==> config.mk <==
export PLATFORM = sky130hd
export DESIGN_NAME = garage_input_cond
export DESIGN_NICKNAME = d
export VERILOG_FILES = /design/src/rtl/garage_input_cond.sv
export SDC_FILE = /design/constraint.sdc
export NUM_CORES = 1
export LEC_CHECK = 0
export CELL_PAD_IN_SITES_DETAIL_PLACEMENT = 1
export CELL_PAD_IN_SITES_GLOBAL_PLACEMENT = 1
export CORE_UTILIZATION = 45
export CTS_BUF_LIST = sky130_fd_sc_hd__clkbuf_4 sky130_fd_sc_hd__clkbuf_8
export CTS_CLUSTER_DIAMETER = 200
export DETAILED_ROUTE_END_ITERATION = 8
export GPL_TIMING_DRIVEN = 0
export PLACE_DENSITY_LB_ADDON = 0.05
export SLEW_MARGIN = 20
export SYNTH_ARGS = -nofsm -noshare
export SYNTH_HDL_FRONTEND = slang
export SYNTH_SLANG_ARGS = --single-unit
==> constraint.sdc <==
create_clock -name clk -period 1.7 [get_ports clk]
set_clock_uncertainty 0.2 [all_clocks]
set_input_delay 0.255 -clock clk [delete_from_list [all_inputs] [get_ports clk]]
set_output_delay 0.255 -clock clk [all_outputs]
set_load 0.01 [all_outputs]
==> src/rtl/garage_input_cond.sv <==
// Purpose : synchronises and debounces the garage door button and limit switches, emitting
//           one activate pulse per accepted press and a sticky fault when both limits are set.
// Latency : DB_CYCLES+2 clk edges from a clean raw edge to the debounced level; activate follows
//           the button level combinationally from registers, and sw_fault is one edge later.
// Backpressure: none. All inputs are sampled every cycle and all outputs are plain levels or pulses.
//
// Ports:
//   clk, rst        : system clock; asynchronous active-high reset
//   btn_raw         : raw push-button (async, bouncy)
//   up_sw_raw       : raw fully-open limit (async, bouncy)
//   dn_sw_raw       : raw fully-closed limit (async, bouncy)
//   fault_clr       : synchronous clear request for sw_fault
//   activate        : one-cycle pulse per accepted press
//   up_max, dn_max  : debounced limit levels
//   sw_fault        : sticky "both limits asserted" flag

// One debounce channel: a two-flop synchroniser followed by a run-length debouncer.
// Ports: clk, rst, raw_i (async raw level), stable_o (debounced level, resets to RST_VAL).
module gic_debounce #(
   parameter int   DB_CYCLES = 16,
   parameter int   CNT_W     = 5,
   parameter logic RST_VAL   = 1'b0
) (
   input  logic clk,
   input  logic rst,
   input  logic raw_i,
   output logic stable_o
);

   localparam logic [CNT_W-1:0] CNT_LAST = CNT_W'(DB_CYCLES - 1);

   logic             sync1_q;
   logic             sync2_q;
   logic             stable_q;
   logic             stable_d;
   logic [CNT_W-1:0] cnt_q;
   logic [CNT_W-1:0] cnt_d;

   // Synchroniser resets to the channel's idle level so that release of reset
   // does not look like a transition.
   always_ff @(posedge clk or posedge rst) begin
      if (rst) begin
         sync1_q <= RST_VAL;
         sync2_q <= RST_VAL;
      end else begin
         sync1_q <= raw_i;
         sync2_q <= sync1_q;
      end
   end

   // The counter holds the number of consecutive differing samples seen so far.
   // When it already holds DB_CYCLES-1, the current differing sample is the
   // DB_CYCLES-th one, so the level is accepted and the count restarts.
   always_comb begin
      stable_d = stable_q;
      cnt_d    = '0;
      if (sync2_q != stable_q) begin
         if (cnt_q == CNT_LAST) begin
            stable_d = sync2_q;
         end else begin
            cnt_d = cnt_q + CNT_W'(1);
         end
      end
   end

   always_ff @(posedge clk or posedge rst) begin
      if (rst) begin
         stable_q <= RST_VAL;
         cnt_q    <= '0;
      end else begin
         stable_q <= stable_d;
         cnt_q    <= cnt_d;
      end
   end

   assign stable_o = stable_q;

endmodule

module garage_input_cond #(
   parameter int DB_CYCLES = 16,   // legal 2..31
   parameter int CNT_W     = 5     // 2**CNT_W must exceed DB_CYCLES
) (
   input  logic clk,
   input  logic rst,
   input  logic btn_raw,
   input  logic up_sw_raw,
   input  logic dn_sw_raw,
   input  logic fault_clr,
   output logic activate,
   output logic up_max,
   output logic dn_max,
   output logic sw_fault
);

   logic btn_stable;
   logic up_stable;
   logic dn_stable;
   logic btn_prev_q;
   logic sw_fault_q;
   logic sw_fault_d;

   gic_debounce #(.DB_CYCLES(DB_CYCLES), .CNT_W(CNT_W), .RST_VAL(1'b0)) u_btn (
      .clk      (clk),
      .rst      (rst),
      .raw_i    (btn_raw),
      .stable_o (btn_stable)
   );

   gic_debounce #(.DB_CYCLES(DB_CYCLES), .CNT_W(CNT_W), .RST_VAL(1'b0)) u_up (
      .clk      (clk),
      .rst      (rst),
      .raw_i    (up_sw_raw),
      .stable_o (up_stable)
   );

   // Door is assumed closed out of reset, so the closed limit idles high.
   gic_debounce #(.DB_CYCLES(DB_CYCLES), .CNT_W(CNT_W), .RST_VAL(1'b1)) u_dn (
      .clk      (clk),
      .rst      (rst),
      .raw_i    (dn_sw_raw),
      .stable_o (dn_stable)
   );

   // Set has priority over clear: a clear request is ignored while both limits are on.
   always_comb begin
      sw_fault_d = sw_fault_q;
      if (up_stable && dn_stable) begin
         sw_fault_d = 1'b1;
      end else if (fault_clr) begin
         sw_fault_d = 1'b0;
      end
   end

   always_ff @(posedge clk or posedge rst) begin
      if (rst) begin
         btn_prev_q <= 1'b0;
         sw_fault_q <= 1'b0;
      end else begin
         btn_prev_q <= btn_stable;
         sw_fault_q <= sw_fault_d;
      end
   end

   // High only in the first cycle of a debounced press. A press that lands
   // while the fault is set is dropped, not remembered.
   assign activate = btn_stable & ~btn_prev_q & ~sw_fault_q;
   assign up_max   = up_stable;
   assign dn_max   = dn_stable;
   assign sw_fault = sw_fault_q;

endmodule

After elaboration in Yosys (flattened, before gate mapping)
Cells that the tools add are included.
{"block": "word_totals", "register_bits": 26, "in_bits": 6, "output_inout_bits": 4, "elab_cells": 40}
{"block": "op_classes", "n_addsub": 3, "n_eq_ne": 6, "muxes": 8, "n_bitwise": 4, "n_reduce_logical": 5}
{"cell": "two-way mux 5 bit", "count": 6}
{"cell": "adder 5 x 1 -> 5 bit, second input constant", "count": 3}
{"cell": "== test 5 x 4 -> 1 bit, second input constant", "count": 3}
{"cell": "AND reduction 2 bit", "count": 3}
{"cell": "inequality test 1 bit", "count": 3}
{"cell": "bitwise AND 1 bit", "count": 2}
{"cell": "two-way mux 1 bit", "count": 2}
{"cell": "inverter 1 bit", "count": 2}
{"cell": "nonzero test 2 bit", "count": 1}
{"cell": "logical AND 1 bit", "count": 1}

Depth between registers and ports, before layout
Gate-level depths: netlist of run 1.
{"block": "depth", "ltp_word": 3, "mapped_depth": 4, "depth_no_buf": 4}

Hierarchy
Synthesis of run 1 repeated with hierarchy kept, for this count alone.
{"block": "unflattened", "cells_unflattened": 79, "area_unflattened_um2": 1009.7}
{"module": "gic_debounce at u_btn ...", "n_inst": 2, "cells_each": 24, "area_each_um2": 307.8, "seq_area_each_um2": 200.2}
{"module": "gic_debounce at u_dn", "n_inst": 1, "cells_each": 24, "area_each_um2": 311.5, "seq_area_each_um2": 203.9}
{"module": "garage_input_cond", "n_inst": 1, "cells_each": 7, "area_each_um2": 82.6, "seq_area_each_um2": 50.0}

Worst setup path before layout of run 1
No wires, ideal clock.
{"block": "synth_path", "path_kind": "reg-to-reg", "start": "reg u_up.cnt_q[0]", "end": "reg u_up.stable_q, in the netlist u_up.stable_o", "setup_time_ps": 125, "arrival_ps": 1045, "t_required_ps": 1375, "slack_ps": 330, "path_stages_with_launch": 5, "n_path_buf": 0, "synth_period_minus_slack_ps": 1370, "path_cell_list": "dfrtp_1 -> ha_1 -> nand3_1 -> nor2_1 -> mux2_2"}
{"block": "synth_between", "elab_chain_cells": 2}
{"item": "start, declared", "line": "36", "source": "logic [CNT_W-1:0] cnt_q;"}
{"item": "start signal, assigned", "line": "72", "source": "cnt_q <= cnt_d;"}
{"item": "== test 5 x 4 -> 1 bit", "line": "58", "source": "if (cnt_q == CNT_LAST) begin"}
{"item": "AND reduction 2 bit (no source line)"}
{"item": "end signal, assigned", "line": "71", "source": "stable_q <= stable_d;"}
{"item": "end, declared", "line": "34", "source": "logic stable_q;"}
Every way passes these cells.
A chain may end at the register's enable or synchronous reset.

Worst setup path in the final report of run 1
{"block": "layout_path", "start": "reg u_dn.stable_q, in the netlist u_dn.stable_o", "end": "out dn_max"}
{"item": "start, declared", "line": "34"}
{"item": "start signal, assigned", "line": "71"}
{"item": "end, declared", "line": "92", "source": "output logic dn_max,"}
No word-level cell between the ends.

==> results of run 1 <==
[sequential cells by signal (all words and copies together), names as in the netlist]
| signal | count |
|---|---|
| btn_prev_q | 1 |
| sw_fault | 1 |
| u_btn.cnt_q | 5 |
| u_btn.stable_o | 1 |
| u_btn.sync1_q | 1 |
| u_btn.sync2_q | 1 |
| u_dn.cnt_q | 5 |
| u_dn.stable_o | 1 |
| u_dn.sync1_q | 1 |
| u_dn.sync2_q | 1 |
| u_up.cnt_q | 5 |
| u_up.stable_o | 1 |
| u_up.sync1_q | 1 |
| u_up.sync2_q | 1 |
[cell families (layout without fill, tap and decap cells)]
kind of cell / count (synthesis) / in the layout / synth area share (%)
AND/OR/NAND/NOR: 26 / 26 / 13.8
XOR/XNOR: 9 / 9 / 8.10
flip-flops: 26 / 26 / 67.2
multiplexers: 3 / 3 / 3.47
AO/OA/AOI/OAI: 4 / 4 / 2.06
adder cells (fa/ha/maj): 3 / 3 / 3.86
buffers and inverters: 4 / 19 / 1.54
[cells in the final DEF, fill, tap and decap left out]
master	netlist	routed
mux2_1	2	2
nand3_2	1	1
nand2_1	1	1
and2_1	2	2
ha_1	3	3
clkbuf_8	0	1
and3_1	3	3
inv_1	4	4
clkbuf_2	0	1
nor3b_1	1	1
and2_2	2	2
dlygate4sd2_1	0	3
buf_4	0	2
nand3_1	5	5
o21ai_0	1	1
clkdlybuf4s50_1	0	5
xor2_1	9	9
dfstp_2	3	3
clkbuf_4	0	3
dfrtp_1	23	23
mux2_2	1	1
o21ai_1	3	3
nor2_1	11	11
[routing by layer]
layer  up-vias  share of wire, %  GRT usage, %
met5         -                 0             0
met2         8                50          26.5
li1        275                 -             -
met4         0               1.0          5.88
met1       272                46          21.2
met3         2               3.5          4.09
[metrics by stage]
step	total power, mW	hold WS, ns	utilization (%)	area, µm²	instances
CTS	1.04	0.122	57.2	1140	117
floorplan	0.709	0.0595	-	973	75
detailed placement	0.735	0.144	54.8	1100	111
global placement	0.732	0.135	54.8	1100	111
finish	1.03	0.127	56.9	1140	117
global route	1.08	0.119	56.9	1140	117
[power groups by stage]
stage / clock network, mW / logic (mW) / registers, mW
3_3_place_gp: 0 / 0.0597 / 0.672
6_report: 0.306 / 0.0591 / 0.662
3_5_place_dp: 0 / 0.0610 / 0.674
4_1_cts: 0.317 / 0.0617 / 0.662
5_1_grt: 0.339 / 0.0737 / 0.666
2_1_floorplan: 0 / 0.0403 / 0.669
[worst paths after layout]
kind | from | end | slack, ns | depth (start not counted)
min | dn_sw_raw | u_dn.sync1_q | 0.13 | 1
max in group asynchronous | rst | u_btn.cnt_q[2] | 0.52 | 2
min in group asynchronous | rst | u_btn.cnt_q[3] | 0.23 | 2
min reg2reg | u_dn.sync1_q | u_dn.sync2_q | 0.17 | 0
max reg2reg | u_up.cnt_q[0] | u_up.stable_o | 0.22 | 4
max | u_dn.stable_o | dn_max | 0.06 | 1
[layout make-up]
| cell class | count | share of cell area (%) |
|---|---|---|
| multi-input combinational | 45 | 26.7 |
| inverter | 4 | 1.32 |
| sequential | 26 | 57.4 |
| timing repair buffer | 11 | 8.45 |
| tap | 27 | 2.96 |
| clock buffer | 4 | 3.18 |
[timing repair]
action                     4_1_cts  5_1_grt
buffers inserted                 2        0
setup endpoints to repair        4        1
gates resized for setup          5        1
==> results.sh, run 1 <==
export IMPL_cts_sinks=26
export IMPL_grt_max_degree=27
export IMPL_port_buffers=9
export IMPL_p_seq_share_pct=64.5
export IMPL_yosysSeqAreaShare_pct=67.2
export IMPL_path_class="reg2out"
export IMPL_min_period_ns=1.64
export IMPL_cts_buffers=3
export IMPL_fin_setup_tns_ns=0
export IMPL_rows=16
export IMPL_synth_most_common_cell="dfrtp_1"
export IMPL_seq_area_um2=654
export IMPL_drt_pass1_iterations=2
export IMPL_dieArea_um2=2350
export IMPL_place_ws_ns=0.0574
export IMPL_p_sw_uw=222
export IMPL_status="finished clean"
export IMPL_setup_viol=0
export IMPL_start_util_pct=48.6
export IMPL_synthFlopType="dfrtp_1"
export IMPL_antenna_cells=0
export IMPL_yosysTopAreaCell="dfrtp_1"
export IMPL_fin_ws_ns=0.0622
export IMPL_gp_congestion=0.710
export IMPL_slew_violations=0
export IMPL_viasPerCell=4.76
export IMPL_synth_edff_count=0
export IMPL_synth_top_cell_area_share_pct=59.1
export IMPL_drtAntennaViolNets=0
export IMPL_cp_top_family="flip-flops"
export IMPL_power_density_nw_per_um2=900
export IMPL_holdBufCountCts=0
export IMPL_p_leak_nw=0.603
export IMPL_ys_ff_latch=26
export IMPL_async_reset_ff_share_pct=100
export IMPL_max_stage_delay_ns=0.59
export IMPL_syn2layout_area_growth_pct=17.1
export IMPL_pwr_share_comb_pct=5.8
export IMPL_max_freq_ghz=0.611
export IMPL_synth_avg_cell_area_um2=13.0
export IMPL_vias=557
export IMPL_clkPwrFrac_pct=29.8
export IMPL_antenna_found_initial=0
export IMPL_clock_latency_ns=0.32
export IMPL_ir_drop_mv=0.536
export IMPL_die_w_um=48.5
export IMPL_tightest_slew_ns=0.911
export IMPL_syn_nets=84
export IMPL_slew_headroom_pct=39.2
export IMPL_clk_pin_slew_ns=0.13
export IMPL_crit_slowest_cell="dfstp_2"
export IMPL_syn_area_um2=973
export IMPL_cap_viol_max_count=0
export IMPL_arrival_ns=1.18
export IMPL_grt_pass1_wl_mm=2.83
export IMPL_rsz0062_at_grt="false"
export IMPL_dp_hpwl_mm=1.05
export IMPL_multi_input_area_um2=304
export IMPL_cp_num_buf_inv=1
export IMPL_final_nets=100
export IMPL_grtUsageTotal_pct=16.3
export IMPL_ys_types=17
export IMPL_io_pins=10
export IMPL_first_iter_violations=3
export IMPL_wl_mm=1.44
export IMPL_htree_levels=1
export IMPL_crit_path_cell_trace="dlygate4sd2_1"
export IMPL_root_buffer="clkbuf_4"
export IMPL_routedWlPerCell_um=12.3
export IMPL_cp_max_fo=4
export IMPL_p_int_uw=805
export IMPL_die_height_um=48.5
export IMPL_min_path_type="in2reg"
export IMPL_yosys_warnings=0
export IMPL_drive_above_1_share_pct=15.6
export IMPL_critPathRequiredTime_ns=1.24
export IMPL_cts_tree="done"
export IMPL_drc=0
export IMPL_ys_top_cells_by_area="dfrtp_1 (59%), dfstp_2 (8.1%), xor2_1 (8.1%), nor2_1 (4.2%), ha_1 (3.9%)"
export IMPL_period_share_pct=96.3
export IMPL_core_area_um2=2000
export IMPL_final_hold_violation_count=0
export IMPL_grt_ovfl_total=0
export IMPL_synth_commonest_cells="dfrtp_1 (23), nor2_1 (11), xor2_1 (9)"
export IMPL_syn_inst=75
export IMPL_switching_share_pct=21.6
export IMPL_grt_pass1_vias=625
export IMPL_nFillCells=217
export IMPL_cts_buffer_depth=2
export IMPL_endpoint_kind="primary output"
export IMPL_start_kind="flop"
(Power assumes the default switching activity.)
==> inputs of run 2 (changes only) <==
SYNTH_HIERARCHICAL = 1   (was not set)
==> run 2 against run 1 <==
Compared with the run above: non-clock buffer count up 3; die area up 3.6%; first-iteration DRC count unchanged; setup slack better by 0.025 ns; combinational power up 11%; critical path type unchanged; final cell count up 6.0%; synthesized area up 3.7%; total power down 0.55%; sequential share of layout area down 3.2 points; critical endpoint is now activate.
==> results.sh, run 2 <==
export IMPL_yosysTopAreaCell="dfrtp_1"
export IMPL_htree_levels=1
export IMPL_crit_slowest_cell="dfrtp_1"
export IMPL_clk_pin_slew_ns=0.12
export IMPL_antenna_found_initial=0
export IMPL_timing_rr_start="u_dn/cnt_q[0]"
export IMPL_cp_max_fo=3
export IMPL_syn2layout_area_growth_pct=19.5
export IMPL_rsz0062_at_grt="false"
export IMPL_root_buffer="clkbuf_4"
export IMPL_drive_above_1_share_pct=19.6
export IMPL_hp_start="dn_sw_raw"
export IMPL_cap_viol_max_count=0
export IMPL_path_class="reg2out"
export IMPL_final_nets=107
export IMPL_syn_inst=79
export IMPL_start_kind="flop"
export IMPL_highest_layer="met3"
export IMPL_start_util_pct=49.4
export IMPL_synth_edff_count=0
export IMPL_cts_sinks=26
export IMPL_arrival_ns=1.16
export IMPL_synth_top_cell_area_share_pct=57.0
export IMPL_critPathRequiredTime_ns=1.24
export IMPL_ys_top_cells_by_area="dfrtp_1 (57%), dfstp_2 (7.8%), xor2_1 (7.8%), ha_1 (3.7%), nor2_1 (3.3%)"
export IMPL_nFillCells=228
export IMPL_dp_hpwl_mm=1.14
export IMPL_rows=16
export IMPL_drt_pass1_iterations=2
export IMPL_met2_length_um=788
export IMPL_cts_tree="done"
export IMPL_dieArea_um2=2440
export IMPL_synth_commonest_cells="dfrtp_1 (23), nor2_1 (9), xor2_1 (9)"
export IMPL_max_freq_ghz=0.620
export IMPL_endpoint_kind="primary output"
export IMPL_grt_max_degree=15
export IMPL_ys_types=16
export IMPL_die_height_um=49.4
export IMPL_viasPerCell=4.65
export IMPL_setup_viol=0
export IMPL_fin_ws_ns=0.0870
export IMPL_min_period_ns=1.61
export IMPL_grt_pass1_vias=616
export IMPL_slew_headroom_pct=78.6
export IMPL_gp_congestion=0.643
export IMPL_cp_num_buf_inv=1
export IMPL_yosysSeqAreaShare_pct=64.8
export IMPL_status="finished clean"
export IMPL_power_density_nw_per_um2=846
export IMPL_final_hold_violation_count=0
export IMPL_clock_latency_ns=0.31
export IMPL_p_int_uw=806
export IMPL_crit_path_cell_trace="nor3b_2 -> clkdlybuf4s15_1"
export IMPL_routedWlPerCell_um=12.5
export IMPL_ir_drop_mv=0.487
export IMPL_rr_worst_depth=4
export IMPL_yosys_warnings=6
export IMPL_cp_top_family="flip-flops"
export IMPL_port_buffers=9
export IMPL_layout_commonest_cell="dfrtp_1"
export IMPL_core_area_um2=2040
export IMPL_route_met3_wl_um=26
export IMPL_final_cell_mix="dfrtp_1 (23), xor2_1 (9), nor2_1 (9)"
export IMPL_slew_violations=0
export IMPL_worst_r2r_endpoint="u_dn/stable_o"
export IMPL_power_mw=1.02
export IMPL_syn_area_um2=1010
export IMPL_period_share_pct=94.9
export IMPL_antenna_cells=0
export IMPL_synth_avg_cell_area_um2=12.8
export IMPL_fin_setup_tns_ns=0
export IMPL_cts_buffer_depth=2
export IMPL_io_pins=10
export IMPL_reg2reg_slack_ns=0.25
export IMPL_pwr_share_comb_pct=6.4
export IMPL_first_iter_violations=3
export IMPL_place_ws_ns=0.114
export IMPL_grt_ovfl_total=0
export IMPL_hold_end="u_dn/sync1_q"
export IMPL_vias=577
export IMPL_seq_area_um2=654
export IMPL_async_reset_ff_share_pct=100
export IMPL_wl_mm=1.55
export IMPL_synthFlopType="dfrtp_1"
export IMPL_syn_nets=88
export IMPL_switching_share_pct=21.0
export IMPL_ys_ff_latch=26
export IMPL_min_path_type="in2reg"
export IMPL_grt_pass1_wl_mm=2.78
export IMPL_cts_buffers=3
export IMPL_drtAntennaViolNets=0
export IMPL_met1Wirelength_um=731
export IMPL_drc=0
export IMPL_p_seq_share_pct=64.9
export IMPL_clkPwrFrac_pct=28.7
export IMPL_whs_ns=0.143
export IMPL_multi_input_area_um2=325
export IMPL_p_leak_nw=0.643
export IMPL_reg_top3="u_btn/cnt_q x5, u_dn/cnt_q x5, u_up/cnt_q x5"
export IMPL_tightest_slew_ns=0.320
export IMPL_max_stage_delay_ns=0.43
export IMPL_die_w_um=49.4
export IMPL_min_path_cells=1
export IMPL_synth_most_common_cell="dfrtp_1"
export IMPL_grtUsageTotal_pct=15.4
export IMPL_p_sw_uw=215
[run 2: power by group through the flow]
stage               clock network (mW)  logic (mW)  registers (mW)
floorplan                            0      0.0423           0.670
finish                           0.293      0.0655           0.662
global route                     0.329      0.0768           0.666
detailed placement                   0      0.0650           0.674
global placement                     0      0.0626           0.672
CTS                              0.311      0.0676           0.662
[run 2: area by class of cell]
class / instances / share of cell area, %
Sequential cell: 26 / 54.3
Multi-Input combinational cell: 45 / 27.0
Timing Repair Buffer: 14 / 10.5
Clock buffer: 4 / 3.01
Tap cell: 27 / 2.80
Inverter: 8 / 2.49
[run 2: worst max path at each step]
stage,start,end,cells past startpoint
2_1_floorplan,u_btn/cnt_q[0],u_btn/stable_o,4
3_3_place_gp,sw_fault,activate,2
3_5_place_dp,sw_fault,activate,2
4_1_cts,u_btn/stable_o,activate,2
5_1_grt,sw_fault,activate,2
6_report,sw_fault,activate,2
[run 2: cells by family (layout without fill, tap and decap cells)]
logic type,count (synthesis),after routing,share of synthesized area [%]
AO/OA/AOI/OAI,4,4,2.35
XOR/XNOR,9,9,7.81
flip-flops,26,26,64.8
AND/OR/NAND/NOR,26,26,15.0
adder cells (fa/ha/maj),3,3,3.72
multiplexers,3,3,3.35
buffers and inverters,8,26,2.97
[run 2: metrics by stage]
stage	std cells	util [%]	instance area (µm²)
after floorplan	79	-	1010
after global placement	115	55.5	1130
after detailed placement	115	55.5	1130
after CTS	122	58.3	1190
after global routing	124	59.1	1210
final	124	59.1	1210
[run 2: what timing repair did]
item / CTS / global route
resized for setup: 4 / 1
endpoints found under the setup margin: 4 / 1
setup buffers: 2 / 2
cloned: 0 / 0
endpoints found under the hold margin: 2 / 0
hold buffers: 1 / 0
[run 2: per-layer routing]
metal	vias up	global-route usage [%]
met2	4	25.1
met4	0	5.71
met3	0	2.80
li1	287	-
met5	-	0
met1	286	20.5
==> inputs of run 3 (changes only) <==
ABC_AREA = 1   (was not set)
CORE_UTILIZATION = 44   (was 45)
GPL_TIMING_DRIVEN = not set   (was 0)
==> run 3 against run 2 <==
Compared with the run above: register-to-register slack improved by 0.13 ns; highest routed layer is now met4; final cell count is 33% higher; critical path depth increased by 2; critical endpoint unchanged.
==> results.sh, run 3 <==
export IMPL_layout_commonest_cell="nand2_1"
export IMPL_drive_above_1_share_pct=7.30
export IMPL_yosysTopAreaCell="dfrtp_1"
export IMPL_power_density_nw_per_um2=907
export IMPL_first_iter_violations=5
export IMPL_cp_top_family="flip-flops"
export IMPL_max_stage_delay_ns=0.41
export IMPL_grt_pass1_wl_mm=3.49
export IMPL_cap_viol_max_count=0
export IMPL_antenna_found_initial=0
export IMPL_die_w_um=51.5
export IMPL_async_reset_ff_share_pct=100
export IMPL_die_height_um=51.5
export IMPL_max_freq_ghz=0.624
export IMPL_yosysSeqAreaShare_pct=60.7
export IMPL_grt_pass1_vias=808
export IMPL_min_period_ns=1.60
export IMPL_ys_top_cells_by_area="dfrtp_1 (53%), nand2_1 (12%), inv_1 (8.4%), dfstp_2 (7.3%), nor2_1 (6.3%)"
export IMPL_synthFlopType="dfrtp_1"
export IMPL_fin_setup_tns_ns=0
export IMPL_crit_path_cell_trace="inv_1 -> nand2_1 -> nor2_2 -> clkdlybuf4s15_1"
export IMPL_cts_sinks=26
export IMPL_cts_buffer_depth=2
export IMPL_power_mw=1.16
export IMPL_grt_max_degree=16
export IMPL_slew_violations=0
export IMPL_syn_nets=130
export IMPL_clock_latency_ns=0.32
export IMPL_cts_tree="done"
export IMPL_crit_slowest_cell="dfrtp_1"
export IMPL_gp_congestion=0.705
export IMPL_drt_pass1_iterations=2
export IMPL_routedWlPerCell_um=12.0
export IMPL_port_buffers=9
export IMPL_cp_max_fo=3
export IMPL_tightest_slew_ns=0.315
export IMPL_ys_types=10
export IMPL_path_class="reg2out"
export IMPL_start_kind="flop"
export IMPL_critPathRequiredTime_ns=1.24
export IMPL_htree_levels=1
export IMPL_dp_hpwl_mm=1.54
export IMPL_synth_commonest_cells="nand2_1 (34), inv_1 (24), dfrtp_1 (23)"
export IMPL_grt_ovfl_total=0
export IMPL_arrival_ns=1.15
export IMPL_root_buffer="clkbuf_4"
export IMPL_wl_mm=1.98
export IMPL_drtAntennaViolNets=0
export IMPL_period_share_pct=94.2
export IMPL_rsz0062_at_grt="false"
export IMPL_syn_inst=121
export IMPL_setup_viol=0
export IMPL_syn2layout_area_growth_pct=18.5
export IMPL_reg_top3="u_btn/cnt_q x5, u_dn/cnt_q x5, u_up/cnt_q x5"
export IMPL_grtUsageMet1_pct=21.6
export IMPL_cp_num_buf_inv=2
export IMPL_synth_most_common_cell="nand2_1"
export IMPL_top_usage_layer="met2"
export IMPL_syn_area_um2=1080
export IMPL_synth_top_cell_area_share_pct=53.4
export IMPL_met3_usage_pct=2.68
export IMPL_antenna_cells=0
export IMPL_min_path_type="in2reg"
export IMPL_grtUsageTotal_pct=18.4
export IMPL_status="finished clean"
export IMPL_rows=17
export IMPL_core_area_um2=2250
export IMPL_dieArea_um2=2650
export IMPL_slew_headroom_pct=79.0
export IMPL_final_cell_mix="nand2_1 (34), inv_1 (24), dfrtp_1 (23)"
export IMPL_io_pins=10
export IMPL_ir_drop_mv=0.530
export IMPL_final_nets=147
export IMPL_grtUsageMet2_pct=32.9
export IMPL_start_util_pct=47.8
export IMPL_yosys_warnings=6
export IMPL_viasPerCell=4.73
export IMPL_drc=0
export IMPL_endpoint_kind="primary output"
export IMPL_cts_buffers=3
export IMPL_vias=781
export IMPL_clk_pin_slew_ns=0.14
export IMPL_synth_edff_count=0
export IMPL_synth_avg_cell_area_um2=8.90
export IMPL_ys_ff_latch=26
export IMPL_p_leak_nw=0.670
export IMPL_final_hold_violation_count=0
[run 3: changes by cell type after synthesis, moves of 6 or more]
cell,previous run,this run
inv_1,8,24
nor2_1,9,18
xor2_1,9,0
nand4_1,0,6
nand2_1,1,34
[run 3: final timing paths]
path                            depth (start not counted)     startpoint  slack, ns            end
worst max-delay path                                    4       sw_fault        0.1       activate
worst min-delay path                                    1      dn_sw_raw       0.12   u_dn/sync1_q
worst max register to register                          4  u_dn/cnt_q[0]       0.38  u_dn/cnt_q[3]
worst min register to register                          0   u_dn/sync1_q       0.17   u_dn/sync2_q
max in group asynchronous                               3            rst       0.41  u_dn/stable_o
min in group asynchronous                               3            rst       0.51     btn_prev_q
[run 3: what timing repair did]
item	CTS	global route
buffers inserted	2	0
endpoints found under the hold margin	2	0
resized for setup	4	1
hold buffers	1	0
setup endpoints to repair	4	1
[run 3: kinds of logic after synthesis]
logic type / Yosys count / share of synthesized area (%)
buffers and inverters: 24 / 8.36
flip-flops: 26 / 60.7
AND/OR/NAND/NOR: 65 / 25.0
XOR/XNOR: 3 / 2.44
adder cells (fa/ha/maj): 3 / 3.48
[run 3: per-layer routing]
layer / wire length (µm) / up-vias / part of all wire, %
li1: - / 396 / -
met1: 884 / 375 / 45
met2: 1040 / 8 / 53
met3: 39 / 2 / 2.0
met4: 16 / 0 / 0.81
met5: 0 / - / 0
[run 3: per-stage QoR]
stage               cell area (µm²)  setup slack (ns)  utilization (%)  hold WS, ns  instances
floorplan                      1080             0.549                -       -0.204        121
global placement               1200             0.181             53.3        0.133        158
detailed placement             1200             0.151             53.3        0.148        158
CTS                            1270            0.0443             56.5        0.110        165
global route                   1280           0.00965             56.6        0.110        165
finish                         1280            0.0986             56.6        0.123        165
[run 3: layout make-up]
class | count | area (µm²)
well taps | 28 | 35.0
flip-flops and latches | 26 | 654
inverters | 24 | 90.1
clock buffers | 3 | 22.5
repair buffers | 12 | 111
fillers | 280 | 978
multi-input cells | 71 | 333
clock inverters | 1 | 30.0
[run 3: power breakdown]
group / total (mW) / internal (mW) / switching [mW]
combinational: 0.0738 / 0.0331 / 0.0407
sequential: 0.668 / 0.645 / 0.0231
clock: 0.416 / 0.238 / 0.177
total: 1.16 / 0.916 / 0.241
